===== config.mk =====
export PLATFORM = sky130hd
export DESIGN_NAME = pc_fetch_ctrl
export DESIGN_NICKNAME = d
export VERILOG_FILES = /design/src/rtl/pc_fetch_ctrl.sv
export SDC_FILE = /design/constraint.sdc
export NUM_CORES = 1
export LEC_CHECK = 0
export CORE_ASPECT_RATIO = 1.75
export CORE_MARGIN = 1.5
export CORE_UTILIZATION = 40
export DETAILED_ROUTE_END_ITERATION = 10
export GPL_ROUTABILITY_DRIVEN = 0
export GPL_TIMING_DRIVEN = 0
export PLACE_DENSITY = 0.72
export SYNTH_ARGS = -nofsm -noshare
export SYNTH_HDL_FRONTEND = slang
export SYNTH_SLANG_ARGS = --single-unit
export TNS_END_PERCENT = 100

===== constraint.sdc =====
create_clock -name clk -period 1.4 [get_ports clk]
set_input_delay 0.14 -clock clk [delete_from_list [all_inputs] [get_ports clk]]
set_output_delay 0.14 -clock clk [all_outputs]
set_load 0.05 [all_outputs]

===== src/rtl/pc_fetch_ctrl.sv =====
// Fetch-stage sequencer: boot delay, imem wait states, load-use stalls, redirects and halt.
// Optional FETCH_PERF_EN adds saturating stall/redirect performance counters.
module pc_fetch_ctrl #(
  parameter int BOOT_DELAY = 4
) (
  input  logic        clk,
  input  logic        rst_n,
  input  logic        imem_ready,
  input  logic        hazard_stall,
  input  logic        jbr_d,
  input  logic [31:0] npc_d,
  input  logic        halt_d,
  output logic        imem_req,
  output logic        pc_en,
  output logic        pc_redirect,
  output logic [31:0] npc_out,
  output logic        ifid_en,
  output logic        ifid_flush,
  output logic        halted
`ifdef FETCH_PERF_EN
  ,
  output logic [31:0] perf_stall_cnt,
  output logic [31:0] perf_redir_cnt
`endif
);

  localparam int CW        = (BOOT_DELAY > 0) ? $clog2(BOOT_DELAY + 1) : 1;
  localparam int BOOT_LAST = (BOOT_DELAY > 0) ? BOOT_DELAY - 1 : 0;

  typedef enum logic [1:0] {BOOT, FETCH, REDIR, HALT} state_t;

  state_t      state_reg, state_next;
  logic [CW-1:0] cnt_reg;
  logic [31:0] tgt_reg, tgt_next;

  // With no boot delay the BOOT state would still cost one cycle, so reset lands in FETCH.
  localparam state_t RESET_STATE = (BOOT_DELAY == 0) ? FETCH : BOOT;

  always_ff @(posedge clk) begin
    if (!rst_n) begin
      state_reg <= RESET_STATE;
      cnt_reg   <= '0;
      tgt_reg   <= '0;
    end else begin
      state_reg <= state_next;
      tgt_reg   <= tgt_next;
      if (state_reg == BOOT)
        cnt_reg <= cnt_reg + CW'(1);
    end
  end

  always_comb begin
    state_next = state_reg;
    tgt_next   = tgt_reg;
    case (state_reg)
      BOOT:  if (cnt_reg == CW'(BOOT_LAST)) state_next = FETCH;
      FETCH: begin
        if (hazard_stall) begin
          state_next = FETCH;
        end else if (halt_d) begin
          state_next = HALT;
        end else if (jbr_d && !imem_ready) begin
          state_next = REDIR;
          tgt_next   = npc_d;
        end
      end
      REDIR: if (imem_ready && !hazard_stall) state_next = FETCH;
      HALT:  state_next = HALT;
      default: state_next = BOOT;
    endcase
  end

  always_comb begin
    imem_req    = 1'b0;
    pc_en       = 1'b0;
    pc_redirect = 1'b0;
    npc_out     = npc_d;
    ifid_en     = 1'b1;
    ifid_flush  = 1'b1;
    halted      = 1'b0;
    // While rst_n is low the outputs already show the idle boot values.
    if (rst_n) begin
      case (state_reg)
        FETCH: begin
          imem_req = 1'b1;
          if (hazard_stall) begin
            ifid_en    = 1'b0;
            ifid_flush = 1'b0;
          end else if (halt_d) begin
            ifid_flush = 1'b1;
          end else if (jbr_d && imem_ready) begin
            pc_en       = 1'b1;
            pc_redirect = 1'b1;
            ifid_flush  = 1'b0;
          end else if (imem_ready && !jbr_d) begin
            pc_en      = 1'b1;
            ifid_flush = 1'b0;
          end
        end
        REDIR: begin
          imem_req    = 1'b1;
          pc_redirect = 1'b1;
          npc_out     = tgt_reg;
          if (imem_ready && !hazard_stall) begin
            pc_en      = 1'b1;
            ifid_flush = 1'b0;
          end
        end
        HALT:    halted = 1'b1;
        default: ;
      endcase
    end
  end

`ifdef FETCH_PERF_EN
  logic [31:0] perf_stall_reg, perf_redir_reg;
  logic        active;

  assign active = rst_n && (state_reg == FETCH || state_reg == REDIR);

  always_ff @(posedge clk) begin
    if (!rst_n) begin
      perf_stall_reg <= '0;
      perf_redir_reg <= '0;
    end else begin
      if (active && !pc_en && perf_stall_reg != 32'hFFFF_FFFF)
        perf_stall_reg <= perf_stall_reg + 32'd1;
      if (active && pc_en && pc_redirect && perf_redir_reg != 32'hFFFF_FFFF)
        perf_redir_reg <= perf_redir_reg + 32'd1;
    end
  end

  assign perf_stall_cnt = perf_stall_reg;
  assign perf_redir_cnt = perf_redir_reg;
`endif

endmodule


**Word level (Yosys, flattened, before mapping)**

Index checks and enable logic that the tools add are counted.

- Register bits: 37
- Output and inout bits: 38
- Logic and storage cells: 58

- Add/subtract/negate cells: 1
- Equality and inequality tests: 7
- Mux-type cells: 34
- Bitwise logic cells: 2
- Reductions and logical operators: 11

Operators by type and width:

| operator | count |
|---|---|
| 2-to-1 mux 32 bit | 2 |
| 2-to-1 mux 1 bit | 23 |
| 2-to-1 mux 2 bit | 5 |
| one-hot mux 2 bit (4 select lines) | 1 |
| one-hot mux 1 bit (2 select lines) | 3 |
| == test 2 bit, second input constant | 2 |
| logical AND 1 bit | 4 |
| != test 4 bit, second input constant | 1 |
| AND reduction 4 bit | 1 |
| adder 3 x 1 -> 3 bit, second input constant | 1 |
| == test 3 x 2 -> 1 bit, second input constant | 1 |
| logical NOT 1 bit | 3 |
| AND reduction 3 bit | 1 |
| == test 2 x 1 -> 1 bit, second input constant | 1 |
| logical NOT 2 bit | 1 |
| != test 2 x 1 -> 1 bit, second input constant | 1 |
| != test 2 bit, second input constant | 1 |
| NOT 1 bit | 2 |
| OR reduction 2 bit | 1 |

**Logic depth before layout (Yosys ltp)**

- Word-level depth: 8
- Mapped depth: 6
- Mapped depth without buffers: 5

**Worst setup path after synthesis**

No wires, ideal clock.

- Path type: register to output
- From: reg state_reg[1]
- To: out ifid_flush
- Data arrival time: 1.915 ns
- Data required time: 1.260 ns
- Setup slack: -0.655 ns
- Cell stages (with the launch flop): 6
- Cells stage by stage: dfxtp_1 inv_1 ha_1 nor2b_1 nor2_1 o21ai_0

- Cells in the longest elaborated chain, start to end: 3

Ends and longest elaborated chain:

| item | RTL line | source |
|---|---|---|
| from (decl) | 32 | `state_t state_reg, state_next;` |
| from (signal assigned) | 45 | `state_reg <= state_next;` |
| == test 2 bit or == test 2 x 1 -> 1 bit (tied branches) | 83 | `case (state_reg)` |
| one-hot mux 1 bit (2 select lines) * | 83 |  |
| 2-to-1 mux 1 bit * | 82 | `if (rst_n) begin` |
| to (decl) | 18 | `output logic ifid_flush,` |

Every way passes the cells marked *; elsewhere a longest branch is shown, timed or not.

**Final worst setup path**

- From: reg state_reg[0]
- To: out pc_redirect

- Cells in the longest elaborated chain, start to end: 3

Ends and longest elaborated chain:

| item | RTL line | source |
|---|---|---|
| == test 2 bit or == test 2 x 1 -> 1 bit (tied branches) | 83 |  |
| one-hot mux 1 bit (2 select lines) * | 83 |  |
| 2-to-1 mux 1 bit * | 82 |  |
| to (decl) | 15 | `output logic pc_redirect,` |

Marked as above.

==> flow_summary.ini <==
[global_route]
grt_usage_pct = 21.7
antenna_found_initial = 0
vias_in_the_first_global_route = 2032
grt_start_max_net_pins = 13
overflow = 0
wire_length_of_the_first_global_routing_pass_mm = 9.70

[cts]
cts.clk_slew.worst_paths_ns = 0.08
hold_buffer_count_at_cts = 0
clockBufferDepth = 2
ctsRootBufferMaster = clkbuf_8
cts_made_buffers = 5
h-tree-depth = 2
cts_tree = done
clkSinkCount = 37
clock_insertion_delay_worst_skew_ns = 0.31

[die]
fp-row-count = 34
core-area_um2 = 5020
initial_utilization_pct = 41.8
ioPinCount = 76
die_area_um2 = 5710
die_y_um = 98.8
die_w_um = 57.8

[outcome]
failing_checks = DRC, setup timing
outcome = finished with violations

[drt]
number_of_drc_markers_in_iteration_0 = 50
route.detailed.drc = 6
drt_first_pass_iters = 7
drt-wirelength-per-cell_um = 17.1
routed_via_density = 5.55
via_count = 2125
wirelength_mm = 6.53
drtAntennaViolNets = 0

[setup_path]
crit_path_end_kind = output pin
worstSetupStartpointType = register
setup_crit_path_kind = reg2out
cp.required_ns = 1.26
worstPathArrival_ns = 1.67
crit_path_max_fanout = 5

[timing]
timing.final.hold_violations = 0
slew_at_the_pin_closest_to_its_max_slew_limit_ns = 0.371
worst_clock_skew_ns = 0.00743
slew_headroom_pct = 75.3
final_period_minus_worst_setup_slack_ns = 1.81
worst_slack_ns = -0.408
timing.hold.ws_ns = 0.420
share_of_the_clock_period_used_by_the_worst_path_after_layout_pct = 129
max_freq_mhz = 553
final-max-slew-violation-count = 0
grt_setup_unrepaired = true
setup_violations = 72
finalSetupTns_ns = -20.15

[synth]
syn_nets = 269
ys_seq_area_share_pct = 35.3
yosysWarningCount = 0
ys_ff_latch = 37
post_synth_inst_count = 225
synth_cell_types = 29
synth_area_per_cell_um2 = 9.33
syn_area_um2 = 2100

[finish]
layout.nets = 372
final-instance-count-excl-fill = 383
commonest_non_fill_non_tap_cell_in_the_layout = buf_6
layout-drive-gt1-share_pct = 55.0
mostFrequentLayoutCells = 47 x buf_6, 36 x clkdlybuf4s50_1, 35 x dfxtp_1
largest_register_ffs = 32
num_antenna_cells = 0
layout-area-overhead-vs-synth_pct = 84.1

[place]
dp_hpwl_mm = 3.85
post_place_cells = 354
pre_cts_ws_ns = -1.14
io_buffer_count = 75

[min_path]
timing.hold.worst.class = in2reg

[run]
cap_viol_max_count = 0

[power]
vdd_drop_max_mv = 1.10
powerDensity_nw_per_um2 = 1240
power.static_leakage_nw = 1.59
metrics by stage:
step	utilization (%)	instance area (um^2)	total power [mW]
6_report	77.0	3860	4.78
2_1_floorplan	-	2310	2.72
5_1_grt	77.0	3860	4.98
3_3_place_gp	62.3	3130	3.27
4_1_cts	70.8	3550	4.53
3_5_place_dp	62.3	3130	3.28
final cells by class:
| type | count | area (um^2) |
|---|---|---|
| buffer | 20 | 196 |
| clock buffer | 6 | 82.6 |
| clock inverter | 2 | 13.8 |
| fill | 332 | 1150 |
| inverter | 5 | 22.5 |
| multi-input combinational | 163 | 1650 |
| sequential | 37 | 748 |
| tap | 54 | 67.6 |
| timing repair buffer | 96 | 1090 |
logic make-up after synthesis:
logic type	share of synthesized area, %
xor gates and xnor gates	0.417
DFF	35.3
buffers and inverters	7.33
and+or+nand+nor	13.0
AOI/OAI and AO/OA	22.8
muxes	17.6
adders and majority gates	3.58
worst paths after layout:
kind	end	slack, ns	cells past startpoint	start
setup / recovery	pc_redirect	-0.41	7	state_reg[0]$_SDFFE_PN0P_
hold / removal	tgt_reg[25]$_SDFFE_PN0P_	0.42	3	npc_d[25]
setup reg to reg	state_reg[0]$_SDFFE_PN0P_	-0.25	8	state_reg[0]$_SDFFE_PN0P_
hold reg to reg	tgt_reg[30]$_SDFFE_PN0P_	0.46	2	tgt_reg[30]$_SDFFE_PN0P_
power by group:
part / switching [mW] / internal [mW] / total, mW
Sequential: 0.0681 / 1.15 / 1.21
Combinational: 1.42 / 1.31 / 2.74
Clock: 0.426 / 0.399 / 0.826
timing repair:
item,in CTS,in global routing
setup endpoints to repair,71,71
gates cloned,5,2
pin swaps,4,47
buffers inserted,9,8
gates resized for setup,306,60
worst max-delay path: stages, from the launching register on:
cell     delay (ns)
dfxtp_4        0.37
buf_6          0.11
ha_4           0.15
nor3b_4        0.24
buf_6          0.14
a31oi_4        0.08
nor2_4         0.12
buf_8          0.15
metal layers:
| metal | vias up | global-route usage (%) | routed length, um | share of wire [%] |
|---|---|---|---|---|
| met5 | - | 0 | 0 | 0 |
| met4 | 0 | 8.59 | 184 | 2.8 |
| met3 | 16 | 4.20 | 276 | 4.2 |
| met2 | 62 | 37.3 | 3480 | 53 |
| met1 | 1026 | 25.8 | 2590 | 40 |
| li1 | 1021 | - | - | - |
cells in the mapped netlist (all sizes together):
cell type,n,area [um^2]
nor2,2,7.51
inv,5,18.8
or3b,1,11.3
mux2i,1,10.0
a211o,1,8.76
o221a,2,22.5
a21oi,2,10.0
nand2b,2,12.5
a221oi,1,15.0
and2,2,12.5
o21ai,33,165
clkbuf,8,30.0
nor3,1,5.00
nor2b,4,25.0
nand3,33,165
dfxtp,37,741
xor2,1,8.76
nor3b,1,18.8
mux2,32,360
buf,12,105
a21boi,32,240
o211a,1,10.0
a31oi,1,6.26
ha,6,75.1
nand2,4,15.0
No activity file was read; power rests on OpenSTA's default activity.
